[src/rtl/vga_gen_if.sv]
// Video pin bundle between the timing generator and the LCD/DAC.
// The master drives every signal; the slave only observes.
interface video_if;
  logic        CLK;
  logic        HS;
  logic        VS;
  logic        BLANK;
  logic [23:0] RGB;

  modport master (
    output CLK, HS, VS, BLANK, RGB
  );

  modport slave (
    input CLK, HS, VS, BLANK, RGB
  );
endinterface

[src/rtl/vga_gen.sv]
// VGA/LCD timing generator with grid, bars, stream and solid sources.
// All video outputs are registered one clock after the counters.
module vga_gen #(
  parameter int HDISP     = 800,
  parameter int VDISP     = 480,
  parameter int HFP       = 40,
  parameter int HPULSE    = 48,
  parameter int HBP       = 40,
  parameter int VFP       = 13,
  parameter int VPULSE    = 3,
  parameter int VBP       = 29,
  parameter bit HS_POL    = 1'b0,
  parameter bit VS_POL    = 1'b0,
  parameter int GRID_LOG2 = 4
) (
  input  logic        pixel_clk,
  input  logic        pixel_rst,
  input  logic [1:0]  mode,
  input  logic [23:0] solid_rgb,
  input  logic [23:0] pix_data,
  input  logic        pix_valid,
  output logic        pix_ready,
  input  logic        underflow_clr,
  output logic        underflow,
  output logic        frame_start,
  video_if.master     video_ifm
);

  localparam int HB   = HFP + HPULSE + HBP;
  localparam int VB   = VFP + VPULSE + VBP;
  localparam int HTOT = HB + HDISP;
  localparam int VTOT = VB + VDISP;
  localparam int HW   = $clog2(HTOT);
  localparam int VW   = $clog2(VTOT);

  localparam logic [HW-1:0] H_LAST = HW'(HTOT - 1);
  localparam logic [VW-1:0] V_LAST = VW'(VTOT - 1);
  localparam logic [HW-1:0] H_SS   = HW'(HFP);
  localparam logic [HW-1:0] H_SE   = HW'(HFP + HPULSE);
  localparam logic [VW-1:0] V_SS   = VW'(VFP);
  localparam logic [VW-1:0] V_SE   = VW'(VFP + VPULSE);
  localparam logic [HW-1:0] H_B    = HW'(HB);
  localparam logic [VW-1:0] V_B    = VW'(VB);

  logic [HW-1:0] hc;
  logic [VW-1:0] vc;
  logic [1:0]    mode_q;

  logic          hs_c;
  logic          vs_c;
  logic          act;
  logic          first;
  logic [HW-1:0] x;
  logic [VW-1:0] y;
  logic [HW+2:0] x8;
  logic [2:0]    bar;
  logic [23:0]   bar_rgb;
  logic [23:0]   grid_rgb;
  logic [23:0]   src_rgb;

  logic          hs_q;
  logic          vs_q;
  logic          blank_q;
  logic [23:0]   rgb_q;

  // Raster counters; reset restarts the frame at the next edge.
  always_ff @(posedge pixel_clk) begin
    if (pixel_rst) begin
      hc <= '0;
      vc <= '0;
    end else if (hc == H_LAST) begin
      hc <= '0;
      vc <= (vc == V_LAST) ? '0 : vc + VW'(1);
    end else begin
      hc <= hc + HW'(1);
    end
  end

  // Source select is sampled only at the frame origin.
  always_ff @(posedge pixel_clk) begin
    if (pixel_rst)
      mode_q <= 2'd0;
    else if (hc == '0 && vc == '0)
      mode_q <= mode;
  end

  assign hs_c  = (hc >= H_SS) && (hc < H_SE);
  assign vs_c  = (vc >= V_SS) && (vc < V_SE);
  assign act   = (hc >= H_B) && (vc >= V_B);
  assign x     = hc - H_B;
  assign y     = vc - V_B;
  assign first = act && (x == '0) && (y == '0);
  assign x8    = {x, 3'b000};

  assign pix_ready = act && (mode_q == 2'd2) && !pixel_rst;

  assign grid_rgb =
    (x[GRID_LOG2-1:0] == '0 || y[GRID_LOG2-1:0] == '0)
      ? 24'hFFFFFF : 24'h000000;

  // Bar index via comparator chain: highest k with 8x >= k*HDISP.
  always_comb begin
    bar = 3'd0;
    for (int k = 1; k < 8; k++)
      if (x8 >= (HW+3)'(k * HDISP))
        bar = 3'(k);
  end

  // Bar colour table.
  always_comb begin
    case (bar)
      3'd0:    bar_rgb = 24'hFFFFFF;
      3'd1:    bar_rgb = 24'hFFFF00;
      3'd2:    bar_rgb = 24'h00FFFF;
      3'd3:    bar_rgb = 24'h00FF00;
      3'd4:    bar_rgb = 24'hFF00FF;
      3'd5:    bar_rgb = 24'hFF0000;
      3'd6:    bar_rgb = 24'h0000FF;
      default: bar_rgb = 24'h000000;
    endcase
  end

  // Pixel source mux; a missing stream beat shows as black.
  always_comb begin
    unique case (mode_q)
      2'd0: src_rgb = grid_rgb;
      2'd1: src_rgb = bar_rgb;
      2'd2: src_rgb = pix_valid ? pix_data : 24'h000000;
      2'd3: src_rgb = solid_rgb;
    endcase
  end

  // Registered video outputs, all aligned one clock behind counters.
  always_ff @(posedge pixel_clk) begin
    if (pixel_rst) begin
      hs_q        <= !HS_POL;
      vs_q        <= !VS_POL;
      blank_q     <= 1'b0;
      rgb_q       <= 24'h000000;
      frame_start <= 1'b0;
    end else begin
      hs_q        <= hs_c ? HS_POL : !HS_POL;
      vs_q        <= vs_c ? VS_POL : !VS_POL;
      blank_q     <= act;
      rgb_q       <= act ? src_rgb : 24'h000000;
      frame_start <= first;
    end
  end

  // Sticky underflow; a new set beats a simultaneous clear.
  always_ff @(posedge pixel_clk) begin
    if (pixel_rst)
      underflow <= 1'b0;
    else if (pix_ready && !pix_valid)
      underflow <= 1'b1;
    else if (underflow_clr)
      underflow <= 1'b0;
  end

  assign video_ifm.CLK   = pixel_clk;
  assign video_ifm.HS    = hs_q;
  assign video_ifm.VS    = vs_q;
  assign video_ifm.BLANK = blank_q;
  assign video_ifm.RGB   = rgb_q;

endmodule

[src/flat_wrapper.sv]
// flat-port wrapper written by rule: the top's interface ports become plain ports
module vga_gen_flat 
#(
  parameter int HDISP     = 800,
  parameter int VDISP     = 480,
  parameter int HFP       = 40,
  parameter int HPULSE    = 48,
  parameter int HBP       = 40,
  parameter int VFP       = 13,
  parameter int VPULSE    = 3,
  parameter int VBP       = 29,
  parameter bit HS_POL    = 1'b0,
  parameter bit VS_POL    = 1'b0,
  parameter int GRID_LOG2 = 4
)
  (pixel_clk, pixel_rst, mode, solid_rgb, pix_data, pix_valid, pix_ready, underflow_clr, underflow, frame_start, video_ifm_CLK, video_ifm_HS, video_ifm_VS, video_ifm_BLANK, video_ifm_RGB);
  video_if video_ifm_i ();
  input  logic pixel_clk;
  input  logic pixel_rst;
  input  logic [1:0] mode;
  input  logic [23:0] solid_rgb;
  input  logic [23:0] pix_data;
  input  logic pix_valid;
  output logic pix_ready;
  input  logic underflow_clr;
  output logic underflow;
  output logic frame_start;
  output wire logic [$bits(video_ifm_i.CLK)-1:0] video_ifm_CLK;
  output wire logic [$bits(video_ifm_i.HS)-1:0] video_ifm_HS;
  output wire logic [$bits(video_ifm_i.VS)-1:0] video_ifm_VS;
  output wire logic [$bits(video_ifm_i.BLANK)-1:0] video_ifm_BLANK;
  output wire logic [$bits(video_ifm_i.RGB)-1:0] video_ifm_RGB;
  assign video_ifm_CLK = video_ifm_i.CLK;
  assign video_ifm_HS = video_ifm_i.HS;
  assign video_ifm_VS = video_ifm_i.VS;
  assign video_ifm_BLANK = video_ifm_i.BLANK;
  assign video_ifm_RGB = video_ifm_i.RGB;
  vga_gen #(.HDISP(HDISP), .VDISP(VDISP), .HFP(HFP), .HPULSE(HPULSE), .HBP(HBP), .VFP(VFP), .VPULSE(VPULSE), .VBP(VBP), .HS_POL(HS_POL), .VS_POL(VS_POL), .GRID_LOG2(GRID_LOG2)) u_core (.pixel_clk(pixel_clk), .pixel_rst(pixel_rst), .mode(mode), .solid_rgb(solid_rgb), .pix_data(pix_data), .pix_valid(pix_valid), .pix_ready(pix_ready), .underflow_clr(underflow_clr), .underflow(underflow), .frame_start(frame_start), .video_ifm(video_ifm_i));
endmodule
[config.mk]
export PLATFORM = sky130hd
export DESIGN_NAME = vga_gen_flat
export DESIGN_NICKNAME = d
export VERILOG_FILES = /design/src/rtl/vga_gen_if.sv /design/src/rtl/vga_gen.sv /design/src/flat_wrapper.sv
export SDC_FILE = /design/constraint.sdc
export NUM_CORES = 1
export LEC_CHECK = 0
export CAP_MARGIN = 20
export CORE_MARGIN = 2
export CORE_UTILIZATION = 30
export DETAILED_ROUTE_END_ITERATION = 8
export GPL_TIMING_DRIVEN = 0
export PLACE_DENSITY = 0.64
export SLEW_MARGIN = 10
export SYNTH_ARGS = -nofsm -noshare
export SYNTH_HDL_FRONTEND = slang
export SYNTH_SLANG_ARGS = --single-unit
[constraint.sdc]
create_clock -name pixel_clk -period 6.6 [get_ports pixel_clk]
set_input_delay 1.32 -clock pixel_clk [delete_from_list [all_inputs] [get_ports pixel_clk]]
set_output_delay 1.32 -clock pixel_clk [all_outputs]
set_load 0.01 [all_outputs]
Yosys cells after proc, flatten, opt, wreduce, memory -nomap -nowiden --
Index checks and enable logic that the tools add are counted.
Word-level totals: flip-flop bits (word level) 51
Operators by class: bitwise logic cells 1, reduce and logical (&&, ||, !) cells 23, equal/unequal tests 11, mux-type cells 16, add/sub/neg operators 4, order comparisons 13
Operator list (number):
- $pmux 24 s7 | 1
- $pmux 24 s4 | 1
- $mux 24 | 2
- $logic_not 10->1 | 4
- $ge 13x12->1 const B | 3
- $ge 13x13->1 const B | 2
- $add 10x1->10 const B | 2
- $eq 10x10->1 const B | 2
- $ge 10x6->1 const B | 2
- $ge 13x10->1 const B | 1
- $ge 13x11->1 const B | 1
- $mux 3 | 4
- $ge 10x4->1 const B | 1
- $ge 10x8->1 const B | 1
- $lt 10x5->1 const B | 1
- $lt 10x7->1 const B | 1
- $mux 10 | 1
- $sub 10x6->10 const B | 1
- $sub 10x8->10 const B | 1
- $eq 3x3->1 const B | 3
- $logic_and 1x1->1 | 9
- $logic_not 4->1 | 2
- $eq 3x2->1 const B | 2
- $mux 1 | 5
- other kinds (11) | 15

Longest topological paths before layout --
Gate-level depths: netlist (run 1).
depth after elaboration 12, depth in mapped cells 10

==> results of run 1 <==
[state kept, by name (all words and copies together) (netlist names), 2 cells and up]
signal                count
u_core.video_ifm.RGB     24
u_core.vc                10
u_core.hc                10
u_core.mode_q             2
[worst reg2reg max path, delay by kind of cell, from the launching register on]
| family | cells | cell delay [ns] |
|---|---|---|
| fa+ha+maj | 1 | 0.41 |
| compound gates | 4 | 1.07 |
| simple gates | 1 | 0.17 |
| buf+inv | 2 | 0.39 |
| flops | 1 | 0.37 |
[cells in the mapped netlist, types with 2 or more instances]
library cell  number  area [sq um]
a211oi_1           9          67.6
a21o_1             3          22.5
a21oi_1           23           115
a22o_1             8          70.1
a22oi_1           16           120
a41oi_1            2          17.5
and4_1             2          17.5
buf_2              9          45.0
buf_4              2          15.0
buf_6              2          22.5
clkbuf_1           8          30.0
dfxtp_1           51          1020
ha_1              10           125
inv_1             12          45.0
mux2i_1            5          50.1
nand2_1           14          52.6
nand2b_1           4          25.0
nand3_1           10          50.1
nand4_1            5          31.3
nor2_1            31           116
nor3_1            26           130
nor3b_1            2          15.0
nor4_1             3          18.8
o2111ai_1          2          17.5
o21a_1             3          22.5
o21ai_0            4          20.0
or3_1              4          25.0
xnor2_1            9          78.8
xor2_1             7          61.3
[final timing paths]
kind / startpoint / end / slack, ns / cells past startpoint
min reg2reg: u_core.underflow / u_core.underflow / 0.50 / 2
max: pixel_clk / video_ifm_CLK / 1.18 / 4
min: u_core.underflow / u_core.underflow / 0.50 / 2
max reg2reg: u_core.hc[7] / u_core.video_ifm.RGB[9] / 4.04 / 8
[cell type report]
type	instances	area, sq um
clock buffer	9	120
clock inverter	3	20.0
buffer	21	113
sequential	51	1020
tap	108	135
inverter	12	45.0
fill	887	4900
multi-input combinational	227	1490
timing repair buffer	83	831
[cell usage in the layout, fill, tap and decap left out, types with 2 or more instances in the layout]
master	n
nor3_1	26
buf_4	2
clkbuf_8	8
o2111ai_1	2
xnor2_1	9
nor3b_1	2
dfxtp_1	51
nand3_1	10
buf_6	2
clkinvlp_4	2
a41oi_1	2
or3_1	4
mux2i_1	5
nor2_1	31
nor4_1	3
nand2_1	14
a21oi_1	23
ha_1	10
buf_2	9
nand2b_1	4
a211oi_1	9
o21ai_0	4
o21a_1	3
inv_1	12
xor2_1	7
a22o_1	8
nand4_1	5
clkdlybuf4s50_1	84
a21o_1	3
a22oi_1	16
and4_1	2
clkbuf_1	8
[cells by family (layout without fill, tap and decap cells)]
kind of cell    Yosys count  in the layout
buf+inv                  33            128
flops                    51             51
compound gates           84             84
fa+ha+maj                10             10
xor+xnor                 16             16
mux                       5              5
simple gates            112            112
[power groups by stage]
stage	Combinational [mW]	Sequential, mW	Clock (mW)
after global placement	0.0836	0.321	0.0238
final	0.0847	0.314	0.250
after floorplan	0.0408	0.320	0.0125
after CTS	0.0850	0.314	0.258
after global routing	0.0923	0.314	0.271
after detailed placement	0.0846	0.321	0.0238
[metrics by stage]
step / total power [mW] / setup slack, ns / instance area (sq um) / cells
global placement: 0.428 / 1.42 / 3650 / 503
CTS: 0.657 / 1.17 / 3780 / 514
floorplan: 0.373 / 1.86 / 2670 / 311
finish: 0.649 / 1.18 / 3780 / 514
detailed placement: 0.429 / 1.42 / 3650 / 503
global route: 0.678 / 1.16 / 3780 / 514
[layer usage]
| layer | track usage [%] | part of all wire, % |
|---|---|---|
| met5 | 0 | 0 |
| met4 | 6.95 | 1.8 |
| met3 | 4.22 | 6.1 |
| met2 | 26.3 | 47 |
| met1 | 18.9 | 45 |
==> metrics.cfg, run 1 <==
[global_route]
grt_max_degree = 17
antenna_found_initial = 0
grt_pass1_vias = 2538
grt_overflow = 0
grt_pass1_wl_um = 12300
track_usage_pct = 15.7

[finish]
fin_util_pct = 43.5
area_growth_pct = 41.4
nets = 469
drive_gt1_share_pct = 7.64
antenna_cells = 0

[floorplanning]
io_pins = 85
die_area_sq_mm = 0.00967
initial_utilization_pct = 30.8
die_h_um = 98.4
die_x_um = 98.4
core_sq_mm = 0.00868
rows = 34

[yosys]
syn_nets = 375
synthSimpleGateAreaFrac_pct = 21.9
yosys_warnings = 0
synth_top_family_by_area = compound AO/OA/AOI/OAI gates
synth_edf_count = 0
synthCells = 311
synth-main-ff-cell = dfxtp_1
synth_compound_area_share_pct = 22.2
synth.cell_area_sq_mm = 0.00267
yosys.area_share.xor_xnor_pct = 5.25
ys_seq_elements = 51
synthAdderAreaFrac_pct = 4.68
synthMuxAreaShare_pct = 1.87
yosysSeqAreaShare_pct = 38.2
synth_cell_types = 54
avgSynthCellArea_sq_um = 8.59
synthArstFlopShare_pct = 0

[critical_path]
setup.worst_path.start_class = clock port
cp_common_cell = clkbuf_8
crit_fanout = 2
cp_cell_sequence = clkbuf_8, clkbuf_8, buf_4, clkdlybuf4s50_1
worstPathArrival_ns = 4.10
crit_path_top_delay_cell = clkdlybuf4s50_1
worstSetupEndpointType = output pin
cp.required_ns = 5.28
crit_family = buffers and inverters
cpPeakStageDelay_ns = 0.46
critPathKind = clk2out
path_buf_inv = 4

[power]
p_clk_share_pct = 38.6
swShare_pct = 25.1
power.leakage_nw = 1.35
p_int_mw = 0.486
vdd_drop_max_uv = 74.5
powerDensity_mw_per_mm2 = 172
switching_power_mw = 0.163
pwr-share-seq_pct = 48.3
comb_power_share_pct = 13.1

[drt]
wl_per_cell_um = 14.9
postRouteAntennaNets = 0
via_per_inst = 5.18
firstDrtPassIters = 4
drt_iter0_drc = 153
vias = 2665
drc_errors = 0
drt-total-wl_um = 7650

[sta]
hold_violations = 0
slew_viol_final = 0
relSlewSlack_pct = 51.5
hold_ws_ns = 0.495
setup_viol = 0
setup_tns_ns = 0
clock_skew_ns = 0.00706
rsz0062_at_grt = no
tightest_slew_ns = 0.725

[placed_design]
place_congestion = 0.830
hpwl_um = 5690
port_buffers = 84

[clock_tree]
clkLatencyLatePin_ns = 0.41
hold_buffers = 0
cts_tree = built
postCtsSetupBuffers = 0
clkTransAtPathRegs_ns = 0.10
post_cts_resized = 0

[flow_run]
cap_viol_max_count = 0

[min_path]
hp-class = reg2reg

[run_status]
status = finished clean

Note: power is estimated with default switching activity, not from simulation.
==> run 2: changes to the inputs <==
--- a/config.mk
+++ b/config.mk
@@ -10,7 +10,7 @@
 export CORE_UTILIZATION = 30
 export DETAILED_ROUTE_END_ITERATION = 8
 export GPL_TIMING_DRIVEN = 0
-export PLACE_DENSITY = 0.64
+export PLACE_DENSITY = 0.66
 export SLEW_MARGIN = 10
 export SYNTH_ARGS = -nofsm -noshare
 export SYNTH_HDL_FRONTEND = slang
==> constraint.sdc (replaced) <==
create_clock -name pixel_clk -period 4.6 [get_ports pixel_clk]
set_input_delay 0.92 -clock pixel_clk [delete_from_list [all_inputs] [get_ports pixel_clk]]
set_output_delay 0.92 -clock pixel_clk [all_outputs]
set_load 0.01 [all_outputs]
==> metrics.cfg, run 2 (synthesized netlist as in run 1, its figures left out) <==
[sta]
rsz0062_at_grt = no
setup_slack_ns = 0.567
final.period_utilization_pct = 87.7
clock_skew_ns = 0.00456
min_period_ns = 4.03
relSlewSlack_pct = 51.6
setup_viol = 0
fmax_mhz = 250
hold_violations = 0
setup_tns_ns = 0
tightest_slew_ns = 0.722
slew_viol_final = 0

[global_route]
antenna_found_initial = 0
grt_pass1_wl_um = 12600
grt_max_degree = 18
grt_pass1_vias = 2643
grt_overflow = 0
track_usage_pct = 16.1

[power]
p_clk_share_pct = 39.3
pwr-share-seq_pct = 47.8
switching_power_mw = 0.244
power.leakage_nw = 1.36
comb_power_share_pct = 12.9
powerDensity_mw_per_mm2 = 250
vdd_drop_max_uv = 114
p_int_mw = 0.700
swShare_pct = 25.8

[finish]
antenna_cells = 0
fillerInstances = 895
area_growth_pct = 41.6
layout_commonest_cell = clkdlybuf4s50_1
largest_reg_flops = 24
final_cell_mix = 84 x clkdlybuf4s50_1, 51 x dfxtp_1, 31 x nor2_1, 26 x nor3_1, 23 x a21oi_1
drive_gt1_share_pct = 7.64
nets = 469

[floorplanning]
die_area_sq_mm = 0.00967
io_pins = 85
initial_utilization_pct = 30.8
rows = 34
core_sq_mm = 0.00868
die_x_um = 98.4
die_h_um = 98.4

[critical_path]
setup.worst_path.start_class = clock port
critPathKind = clk2out
crit_fanout = 2
cp.required_ns = 3.68
worstSetupEndpointType = output pin
worstPathArrival_ns = 3.11

[placed_design]
place_congestion = 0.834
preCtsSetupSlack_ns = 0.818
hpwl_um = 5730
port_buffers = 84

[drt]
wl_per_cell_um = 14.8
drt_iter0_drc = 210
postRouteAntennaNets = 0
drt-total-wl_um = 7620
via_per_inst = 5.19
vias = 2669
drc_errors = 0
firstDrtPassIters = 4

[clock_tree]
clkLatencyLatePin_ns = 0.41
cts_tree = built
post_cts_resized = 0
clkTransAtPathRegs_ns = 0.10
hold_buffers = 0
postCtsSetupBuffers = 0

[flow_run]
cap_viol_max_count = 0

[min_path]
hp-class = reg2reg

[run_status]
status = finished clean

run 2: final timing paths:
check             depth (start not counted)        startpoint  slack (ns)                  endpoint
setup / recovery                          4         pixel_clk        0.57             video_ifm_CLK
hold / removal                            2  u_core.underflow        0.48          u_core.underflow
setup reg to reg                          8      u_core.vc[0]        2.07  u_core.video_ifm.RGB[10]
hold reg to reg                           2  u_core.underflow        0.48          u_core.underflow
run 2: area by class of cell:
class | instances | area, sq um | area share [%]
multi-input cells | 227 | 1490 | 39.5
well taps | 108 | 135 | 3.57
inverters | 12 | 45.0 | 1.19
flip-flops and latches | 51 | 1020 | 27.0
plain buffers | 21 | 113 | 2.98
repair buffers | 83 | 831 | 22.0
clock inverters | 3 | 25.0 | 0.662
clock buffers | 9 | 120 | 3.18
run 2: worst max-delay path, stage by stage:
cell	delay (ns)
clkbuf_8	0.11
clkbuf_8	0.12
buf_4	0.12
clkdlybuf4s50_1	0.47
run 2: per-layer routing:
metal	share of wire, %	global-route usage [%]
met5	0	0
met3	7.4	4.29
met1	44	20.1
met4	1.8	7.38
met2	46	25.9
run 2: power by group through the flow:
| stage | Sequential [mW] | Combinational (mW) | Clock (mW) |
|---|---|---|---|
| final | 0.451 | 0.122 | 0.371 |
| after global routing | 0.452 | 0.134 | 0.405 |
| after CTS | 0.451 | 0.123 | 0.385 |
| after detailed placement | 0.461 | 0.122 | 0.0342 |
| after global placement | 0.460 | 0.120 | 0.0342 |
| after floorplan | 0.459 | 0.0585 | 0.0179 |
run 2: per-stage QoR:
step	hold WS, ns	power [mW]	utilization, %	instance area, sq um	std cells
after floorplan	0.452	0.535	-	2670	311
after global placement	0.459	0.614	42.0	3650	503
after detailed placement	0.476	0.617	42.0	3650	503
after CTS	0.490	0.958	43.6	3780	514
after global routing	0.516	0.990	43.6	3780	514
final	0.484	0.944	43.6	3780	514
==> run 3: changes to the inputs <==
--- a/config.mk
+++ b/config.mk
@@ -10,7 +10,7 @@
 export CORE_UTILIZATION = 30
 export DETAILED_ROUTE_END_ITERATION = 8
 export GPL_TIMING_DRIVEN = 0
-export PLACE_DENSITY = 0.66
+export PLACE_DENSITY = 0.64
 export SLEW_MARGIN = 10
 export SYNTH_ARGS = -nofsm -noshare
 export SYNTH_HDL_FRONTEND = slang
==> constraint.sdc (replaced) <==
create_clock -name pixel_clk -period 4.64 [get_ports pixel_clk]
set_input_delay 0.928 -clock pixel_clk [delete_from_list [all_inputs] [get_ports pixel_clk]]
set_output_delay 0.928 -clock pixel_clk [all_outputs]
set_load 0.01 [all_outputs]
==> results of run 3 <==
The final DEF is identical to that of run 1. Status: finished clean.
Among the figures that moved: setup slack after placement 1.42 ns -> 0.830 ns; setup slack after layout 1.18 ns -> 0.589 ns; register-to-register setup slack 4.04 ns -> 2.08 ns; total power 0.649 mW -> 0.923 mW; worst IR drop on VDD 74.5 uV -> 106 uV
